File: config.mk
export PLATFORM = sky130hd
export DESIGN_NAME = queue_uart_tx
export DESIGN_NICKNAME = d
export VERILOG_FILES = /design/src/rtl/queue_pkg.sv /design/src/rtl/baud_tick_gen.sv /design/src/rtl/queue_uart_tx.sv
export SDC_FILE = /design/constraint.sdc
export NUM_CORES = 1
export LEC_CHECK = 0
export ABC_AREA = 0
export BUFFER_PORTS_ARGS = -buffer_cell sky130_fd_sc_hd__buf_2
export CAP_MARGIN = 15
export CORE_MARGIN = 2
export CORE_UTILIZATION = 25
export DETAILED_ROUTE_END_ITERATION = 12
export PLACE_DENSITY = 0.4
export SKIP_LAST_GASP = 1
export SYNTH_ARGS = -nofsm -noshare
export SYNTH_HDL_FRONTEND = slang
export SYNTH_HIERARCHICAL = 1
export SYNTH_SLANG_ARGS = --single-unit
File: constraint.sdc
create_clock -name Clk_i -period 2.4 [get_ports Clk_i]
set_clock_uncertainty 0.15 [all_clocks]
set_input_delay 0.24 -clock Clk_i [delete_from_list [all_inputs] [get_ports Clk_i]]
set_output_delay 0.24 -clock Clk_i [all_outputs]
set_load 0.01 [all_outputs]
File: src/rtl/queue_pkg.sv
// ============================================================================
// queue_pkg : shared types and constants for the byte-queue UART drain stage
// Rev 1.0
// ============================================================================
`default_nettype none

package queue_pkg;

    typedef enum logic [1:0] {
        IDLE  = 2'd0,
        START = 2'd1,
        DATA  = 2'd2,
        STOP  = 2'd3
    } tx_state_t;

    localparam int DATA_BITS  = 8;
    localparam int FRAME_BITS = 10;

endpackage

`default_nettype wire

File: src/rtl/baud_tick_gen.sv
// ============================================================================
// baud_tick_gen : bit-cycle counter, pulses bit_end on the last cycle of a bit
// Rev 1.0
// ============================================================================
`default_nettype none

module baud_tick_gen #(
    parameter int CLKS_PER_BIT = 16
) (
    input  logic clk,
    input  logic rst_n,
    input  logic clear,
    input  logic enable,
    output logic bit_end
);

    localparam int CW = (CLKS_PER_BIT > 1) ? $clog2(CLKS_PER_BIT) : 1;
    localparam logic [CW-1:0] LAST = CW'(CLKS_PER_BIT - 1);

    logic [CW-1:0] cnt;

    assign bit_end = enable && (cnt == LAST);

    // clear wins so a pop always starts the start bit on a fresh count
    always_ff @(posedge clk or negedge rst_n) begin
        if (!rst_n) begin
            cnt <= '0;
        end else if (clear) begin
            cnt <= '0;
        end else if (enable) begin
            cnt <= bit_end ? '0 : cnt + CW'(1);
        end
    end

endmodule

`default_nettype wire

File: src/rtl/queue_uart_tx.sv
// ============================================================================
// queue_uart_tx : pops bytes from the byte queue and sends them as 8N1 frames
// Rev 1.0
// ============================================================================
`default_nettype none

module queue_uart_tx
    import queue_pkg::*;
#(
    parameter int CLKS_PER_BIT = 16
) (
    input  logic       Clk_i,
    input  logic       Rst_i,
    input  logic       q_empty_i,
    input  logic [7:0] q_data_i,
    output logic       q_en_o,
    output logic       q_rw_o,
    input  logic       hold_i,
    output logic       tx_o,
    output logic       busy_o,
    output logic       frame_done_o
);

    tx_state_t  state, state_n;
    logic [7:0] shift, shift_n;
    logic [2:0] bit_idx, bit_idx_n;
    logic       tx_n;
    logic       bit_end;
    logic       pop;

    baud_tick_gen #(
        .CLKS_PER_BIT(CLKS_PER_BIT)
    ) u_baud (
        .clk     (Clk_i),
        .rst_n   (Rst_i),
        .clear   (pop),
        .enable  (state != IDLE),
        .bit_end (bit_end)
    );

    // Gating with Rst_i keeps q_en_o low while reset is held
    assign pop = Rst_i && !q_empty_i && !hold_i &&
                 ((state == IDLE) || ((state == STOP) && bit_end));

    assign q_en_o       = pop;
    assign q_rw_o       = 1'b0;
    assign busy_o       = (state != IDLE);
    assign frame_done_o = (state == STOP) && bit_end;

    always_comb begin
        state_n   = state;
        shift_n   = shift;
        bit_idx_n = bit_idx;
        unique case (state)
            IDLE: begin
                if (pop) begin
                    state_n   = START;
                    shift_n   = q_data_i;
                    bit_idx_n = '0;
                end
            end
            START: begin
                if (bit_end) state_n = DATA;
            end
            DATA: begin
                if (bit_end) begin
                    shift_n   = shift >> 1;
                    bit_idx_n = bit_idx + 3'd1;
                    if (bit_idx == 3'(DATA_BITS - 1)) state_n = STOP;
                end
            end
            STOP: begin
                if (pop) begin
                    state_n   = START;
                    shift_n   = q_data_i;
                    bit_idx_n = '0;
                end else if (bit_end) begin
                    state_n = IDLE;
                end
            end
            default: state_n = IDLE;
        endcase
    end

    // Line level follows the next state so tx_o changes on the same edge
    always_comb begin
        tx_n = 1'b1;
        if (state_n == START)     tx_n = 1'b0;
        else if (state_n == DATA) tx_n = shift_n[0];
    end

    always_ff @(posedge Clk_i or negedge Rst_i) begin
        if (!Rst_i) begin
            state   <= IDLE;
            shift   <= '0;
            bit_idx <= '0;
            tx_o    <= 1'b1;
        end else begin
            state   <= state_n;
            shift   <= shift_n;
            bit_idx <= bit_idx_n;
            tx_o    <= tx_n;
        end
    end

endmodule

`default_nettype wire
==> impl_metrics.csv, run 1 <==
group,metric,value,unit
die,ios,17,
grt,globalRoute.totalOverflow,0,
routing,num_vias,823,
power,clkPwrFrac,17.3,%
run_status,status,"finished clean",
power,leakage,0.581,nW
timing,rsz0062_at_grt,"false",
hold_path,hold_path_class,"input pin to flip-flop",
die,start_util,26.4,%
worst_setup_path,reg2reg_from,"state[1]",
worst_setup_path,worst_setup_path_start_kind,"flip-flop",
routing,vias_per_cell,4.60,
logic_synthesis,syn_nets,128,
logic_synthesis,synth.avg_cell_area,10.1,um^2
die,num_rows,23,
worst_setup_path,rr_endpoint,"tx_o",
grt,grt_pass1_vias,857,
timing,timing.final.crit_period,2170,ps
timing,period_share,90.6,%
clock_tree,cts_buffer_depth,2,
routing,wire_per_inst,12.2,um
logic_synthesis,syn-instance-count,107,
routing,ant_nets,0,
routing,drc,0,
die,core,4090,um^2
hold_path,min-delay-start,"q_data_i[3]",
final_layout,nNetsFinal,151,
grt,grt_pass1_wl,3.86,mm
power,p_int,777,uW
worst_setup_path,reg2reg_depth,10,
worst_setup_path,worst_setup_path_end_kind,"flip-flop",
logic_synthesis,synth.ff_latch_count,18,
worst_setup_path,worstPathRequired,2420,ps
worst_setup_path,path_class,"flip-flop to flip-flop",
worst_setup_path,critPathMaxFanout,8,
logic_synthesis,synth_cell_types,38,
hold_path,hold_depth,3,
run,maxCapViolations,0,
routing,wl,2.19,mm
die,dieWidth,69.7,um
placed_design,gp_congestion,0.816,
die,die_area,4860,um^2
power,pwr-share-comb,44.3,%
final_layout,layout-drive-gt1-share,29.5,%
power,p_seq_share,38.4,%
clock_tree,path_clk_slew,70,ps
placed_design,port_buffers,15,
power,vdd_drop_max,0.392,mV
logic_synthesis,yosysTopAreaCell,"dfrtp_1",
clock_tree,cts_root_buf,"clkbuf_8",
hold_path,hold_path_end,"shift[3]",
power,p_per_area,942,nW/um^2
timing,fmax,460,MHz
timing,maxSlewViolCount,0,
clock_tree,post_cts_buffers,0,
logic_synthesis,synth_edf_count,0,
logic_synthesis,ys_top_cells_by_area,"dfrtp_1, ha_1, nand2_1, o21ai_0, a22oi_1",
grt,grt_start_max_net_pins,19,
logic_synthesis,synth-async-reset-ratio,100,%
die,die_h,69.7,um
logic_synthesis,synthesis.area,1080,um^2
timing,hold_viol,0,
routing,firstDrtPassIters,4,
placed_design,dp_hpwl,1.72,mm
power,swShare,36.5,%
worst_setup_path,rrSetupSlack,230,ps
clock_tree,cts.sinks,18,
logic_synthesis,synth_warnings,6,
clock_tree,clkLatencyLatePin,250,ps
power,netSwitchingPower,447,uW
clock_tree,cts_max_level,1,
routing,drt_iter0_drc,42,
timing,setup_viol,0,
power,total_power,1.22,mW
logic_synthesis,seq_area_frac_synth,41.8,%
logic_synthesis,synth_ff_type,"dfrtp_1",
final_layout,area_growth,20.3,%
grt,antenna_found_initial,0,
timing,fin_tns_setup,0,ps
clock_tree,numCtsBuffers,3,
worst_setup_path,cp_data_arrival_time,2200,ps
logic_synthesis,synth.top_cell.area_share,39.4,%
final_layout,diodes,0,
clock_tree,cts_tree,"yes",
grt,grtUsageTotal,9.96,%
-- per-stage QoR --
| step | instance area [um^2] | instances | worst slack [ps] | utilization, % | hold slack [ps] |
|---|---|---|---|---|---|
| floorplan | 1080 | 107 | 23.6 | - | -206 |
| global placement | 1230 | 174 | 102 | 30.2 | 97.9 |
| detailed placement | 1230 | 174 | 36.1 | 30.2 | 92.3 |
| CTS | 1290 | 179 | 109 | 31.6 | 128 |
| global route | 1300 | 179 | 55.2 | 31.8 | 154 |
| finish | 1300 | 179 | 226 | 31.8 | 134 |
-- cells in the final DEF, fill, tap and decap left out, types with 2 or more instances in the layout --
| cell type | instances |
|---|---|
| nand2_1 | 13 |
| a32o_1 | 2 |
| nand3_1 | 2 |
| inv_1 | 5 |
| a22oi_1 | 6 |
| nor2_1 | 4 |
| and2_2 | 2 |
| o21ai_0 | 9 |
| a21oi_1 | 5 |
| clkbuf_8 | 3 |
| ha_1 | 9 |
| dfrtp_1 | 17 |
| buf_4 | 7 |
| buf_2 | 15 |
| o22ai_1 | 2 |
| nand3b_1 | 3 |
-- worst max-delay path, cell delays in order, from the launching register on --
cell and delay [ps]:
dfrtp_1 390, inv_1 70, ha_1 200, inv_1 90
nand2_2 80, nor2_4 190, a21o_1 150, a21oi_1 60
o221ai_1 310, and2b_1 240, a41oi_2 180
-- Yosys cell counts (all sizes together), types with 2 or more instances --
library cell,instances
buf,4
and2b,2
dfrtp,17
a21oi,6
and2,3
inv,5
nand3,2
ha,9
a22oi,6
nor2,5
o21ai,10
a32o,2
nand2,14
o22ai,2
nand3b,3
-- sequential cells by signal (all words and copies together), names as in the netlist --
name	flops
bit_idx	3
shift	8
state	2
tx_o	1
u_baud/cnt	4
-- how the worst max path moves through the flow --
stage,start,endpoint,slack [ps],depth (start not counted)
floorplan,state[0],tx_o,20,12
CTS,state[1],tx_o,110,10
detailed placement,state[1],tx_o,40,10
finish,state[1],tx_o,230,10
global placement,state[1],tx_o,100,10
global route,state[1],q_en_o,60,8
-- what timing repair did --
| item | CTS | global route |
|---|---|---|
| resized for setup | 1 | 2 |
| cloned | 0 | 0 |
| endpoints found under the setup margin | 1 | 9 |
| hold endpoints to repair | 17 | 0 |
| hold buffers | 1 | 0 |
| pin swaps | 0 | 0 |
-- cell families after synthesis --
group	synth area share (%)
buffers and inverters	4.98
xor gates and xnor gates	0.811
other	0.347
adders and majority gates	10.4
and+or+nand+nor	18.5
muxes	0.927
DFF	41.8
AOI/OAI and AO/OA	22.1
-- final cells by class --
cell class / instances / area (um^2)
fillers: 438 / 2790
repair buffers: 23 / 138
clock buffers: 4 / 45.0
multi-input cells: 79 / 583
flip-flops and latches: 18 / 452
well taps: 50 / 62.6
inverters: 5 / 18.8
-- per-layer routing --
layer | up-vias | global-route usage (%) | share of wire, %
met3 | 2 | 3.49 | 3.6
met1 | 388 | 12.5 | 48
li1 | 421 | - | -
met4 | 0 | 1.92 | 0.50
met2 | 12 | 16.7 | 47
met5 | - | 0 | 0
-- power by group through the flow --
stage	Clock, mW	Sequential (mW)	Combinational, mW
3_5_place_dp	0	0.475	0.545
2_1_floorplan	0	0.474	0.371
3_3_place_gp	0	0.477	0.544
6_report	0.212	0.470	0.542
5_1_grt	0.244	0.484	0.622
4_1_cts	0.224	0.469	0.551
Power figures use the tool's default switching activity.
==> run 2, diff against run 1 <==
--- a/config.mk
+++ b/config.mk
@@ -11,7 +11,6 @@
 export CORE_MARGIN = 2
 export CORE_UTILIZATION = 25
 export DETAILED_ROUTE_END_ITERATION = 12
-export PLACE_DENSITY = 0.4
 export SKIP_LAST_GASP = 1
 export SYNTH_ARGS = -nofsm -noshare
 export SYNTH_HDL_FRONTEND = slang
==> impl_metrics.csv, run 2 (same netlist as run 1, synthesis figures left out) <==
group,metric,value,unit
run_status,status,"finished clean",
routing,wl,2.21,mm
power,p_int,805,uW
hold_path,min-delay-start,"q_data_i[3]",
timing,fin_hold_ws,129,ps
grt,grt_pass1_wl,3.74,mm
placed_design,port_buffers,15,
power,vdd_drop_max,0.512,mV
timing,rsz0062_at_grt,"false",
clock_tree,cts_max_level,1,
timing,period_share,93.6,%
routing,vias_per_cell,4.61,
worst_setup_path,cp_data_arrival_time,2270,ps
final_layout,nNetsFinal,151,
routing,drc,0,
routing,wire_per_inst,12.3,um
power,leakage,0.587,nW
grt,grtUsageTotal,9.41,%
worst_setup_path,worst_setup_path_start_kind,"flip-flop",
final_layout,area_growth,20.7,%
clock_tree,path_clk_slew,70,ps
clock_tree,clkLatencyLatePin,250,ps
worst_setup_path,critPathMaxFanout,8,
final_layout,seq_area,452,um^2
worst_setup_path,worstPathRequired,2430,ps
run,maxCapViolations,0,
grt,antenna_found_initial,0,
die,num_rows,23,
clock_tree,cts_root_buf,"clkbuf_8",
grt,busiest_layer,"met2",
timing,fin_tns_setup,0,ps
worst_setup_path,rrSetupSlack,150,ps
routing,drt_iter0_drc,17,
worst_setup_path,worst_setup_path_end_kind,"flip-flop",
grt,grt_start_max_net_pins,19,
final_layout,diodes,0,
hold_path,hold_path_end,"shift[3]",
clock_tree,cts.sinks,18,
placed_design,dp_hpwl,1.80,mm
die,core,4090,um^2
power,clkPwrFrac,19.4,%
clock_tree,cts_tree,"yes",
power,p_per_area,972,nW/um^2
die,die_area,4860,um^2
power,netSwitchingPower,462,uW
grt,grt_pass1_vias,843,
timing,setup_viol,0,
worst_setup_path,reg2reg_from,"state[1]",
die,dieWidth,69.7,um
power,total_power,1.27,mW
placed_design,gp_congestion,0.829,
clock_tree,cts_buffer_depth,2,
die,ios,17,
timing,fmax,445,MHz
hold_path,hold_path_class,"input pin to flip-flop",
routing,firstDrtPassIters,4,
final_layout,multiInputGateArea,578,um^2
final_layout,final_cell_mix,"dfrtp_1, buf_2, nand2_1",
final_layout,final_common_cell,"dfrtp_1",
grt,globalRoute.totalOverflow,0,
power,swShare,36.4,%
die,start_util,26.4,%
timing,timing.final.crit_period,2250,ps
final_layout,largest_reg_flops,8,
timing,maxSlewViolCount,0,
final_layout,fillCellCount,418,
die,die_h,69.7,um
timing,hold_viol,0,
routing,num_vias,826,
final_layout,top_register,"shift",
final_layout,top_regs,"shift (8), u_baud/cnt (4), bit_idx (3)",
grt,use_met3,2.03,%
power,p_seq_share,37.2,%
worst_setup_path,rr_endpoint,"tx_o",
final_layout,layout-drive-gt1-share,30.2,%
power,pwr-share-comb,43.4,%
hold_path,hold_depth,3,
clock_tree,numCtsBuffers,3,
grt,use_met2,17.5,%
grt,met1_usage,11.1,%
worst_setup_path,reg2reg_depth,10,
worst_setup_path,path_class,"flip-flop to flip-flop",
routing,ant_nets,0,
## run 2: cell count changes in the layout (fill, tap and decap cells not counted)
| cell | before | now |
|---|---|---|
| clkbuf_1 | 1 | 0 |
| clkbuf_8 | 3 | 4 |
| nor2_2 | 0 | 1 |
| nor2_4 | 1 | 0 |
## run 2: power groups by stage
| stage | clock network, mW | logic [mW] | registers [mW] |
|---|---|---|---|
| detailed placement | 0 | 0.553 | 0.475 |
| global placement | 0 | 0.528 | 0.470 |
| floorplan | 0 | 0.371 | 0.474 |
| global route | 0.267 | 0.615 | 0.481 |
| CTS | 0.252 | 0.557 | 0.469 |
| finish | 0.246 | 0.550 | 0.471 |
## run 2: critical path, cell delays in order, from the launching register on
cell	delay, ps
dfrtp_1	390
inv_1	70
ha_1	190
inv_1	80
nand2_2	60
nor2_2	250
a21o_1	170
a21oi_1	60
o221ai_1	310
and2b_1	240
a41oi_2	190
## run 2: worst max-delay path by stage
stage / start / to / slack (ps) / depth (start not counted)
2_1_floorplan: state[0] / tx_o / 20 / 12
3_3_place_gp: state[1] / tx_o / 160 / 10
3_5_place_dp: state[1] / tx_o / 60 / 10
4_1_cts: state[1] / tx_o / 30 / 10
5_1_grt: state[1] / q_en_o / 30 / 8
6_report: state[1] / tx_o / 150 / 10
## run 2: cell type report
| class | instances | area share (%) |
|---|---|---|
| multi-input combinational | 79 | 44.3 |
| sequential | 18 | 34.6 |
| timing repair buffer | 23 | 10.6 |
| tap | 50 | 4.80 |
| clock buffer | 4 | 4.22 |
| inverter | 5 | 1.44 |
## run 2: layer usage
| metal | up-vias | wire length, um | share of wire [%] |
|---|---|---|---|
| li1 | 418 | - | - |
| met1 | 389 | 976 | 44 |
| met2 | 16 | 1130 | 51 |
| met3 | 3 | 87 | 3.9 |
| met4 | 0 | 18 | 0.81 |
| met5 | - | 0 | 0 |
## run 2: what timing repair did
item,CTS,global route
hold buffers,1,0
setup buffers,0,0
setup endpoints to repair,0,10
hold endpoints to repair,17,0
resized for setup,0,2
## run 2: per-stage QoR
| step | instances | cell area (um^2) | setup slack [ps] | util, % |
|---|---|---|---|---|
| after global placement | 174 | 1230 | 164 | 30.2 |
| after detailed placement | 174 | 1230 | 56.1 | 30.2 |
| after CTS | 179 | 1300 | 34.2 | 31.8 |
| after global routing | 179 | 1300 | 33.7 | 31.9 |
| after floorplan | 107 | 1080 | 23.6 | - |
| final | 179 | 1300 | 154 | 31.9 |
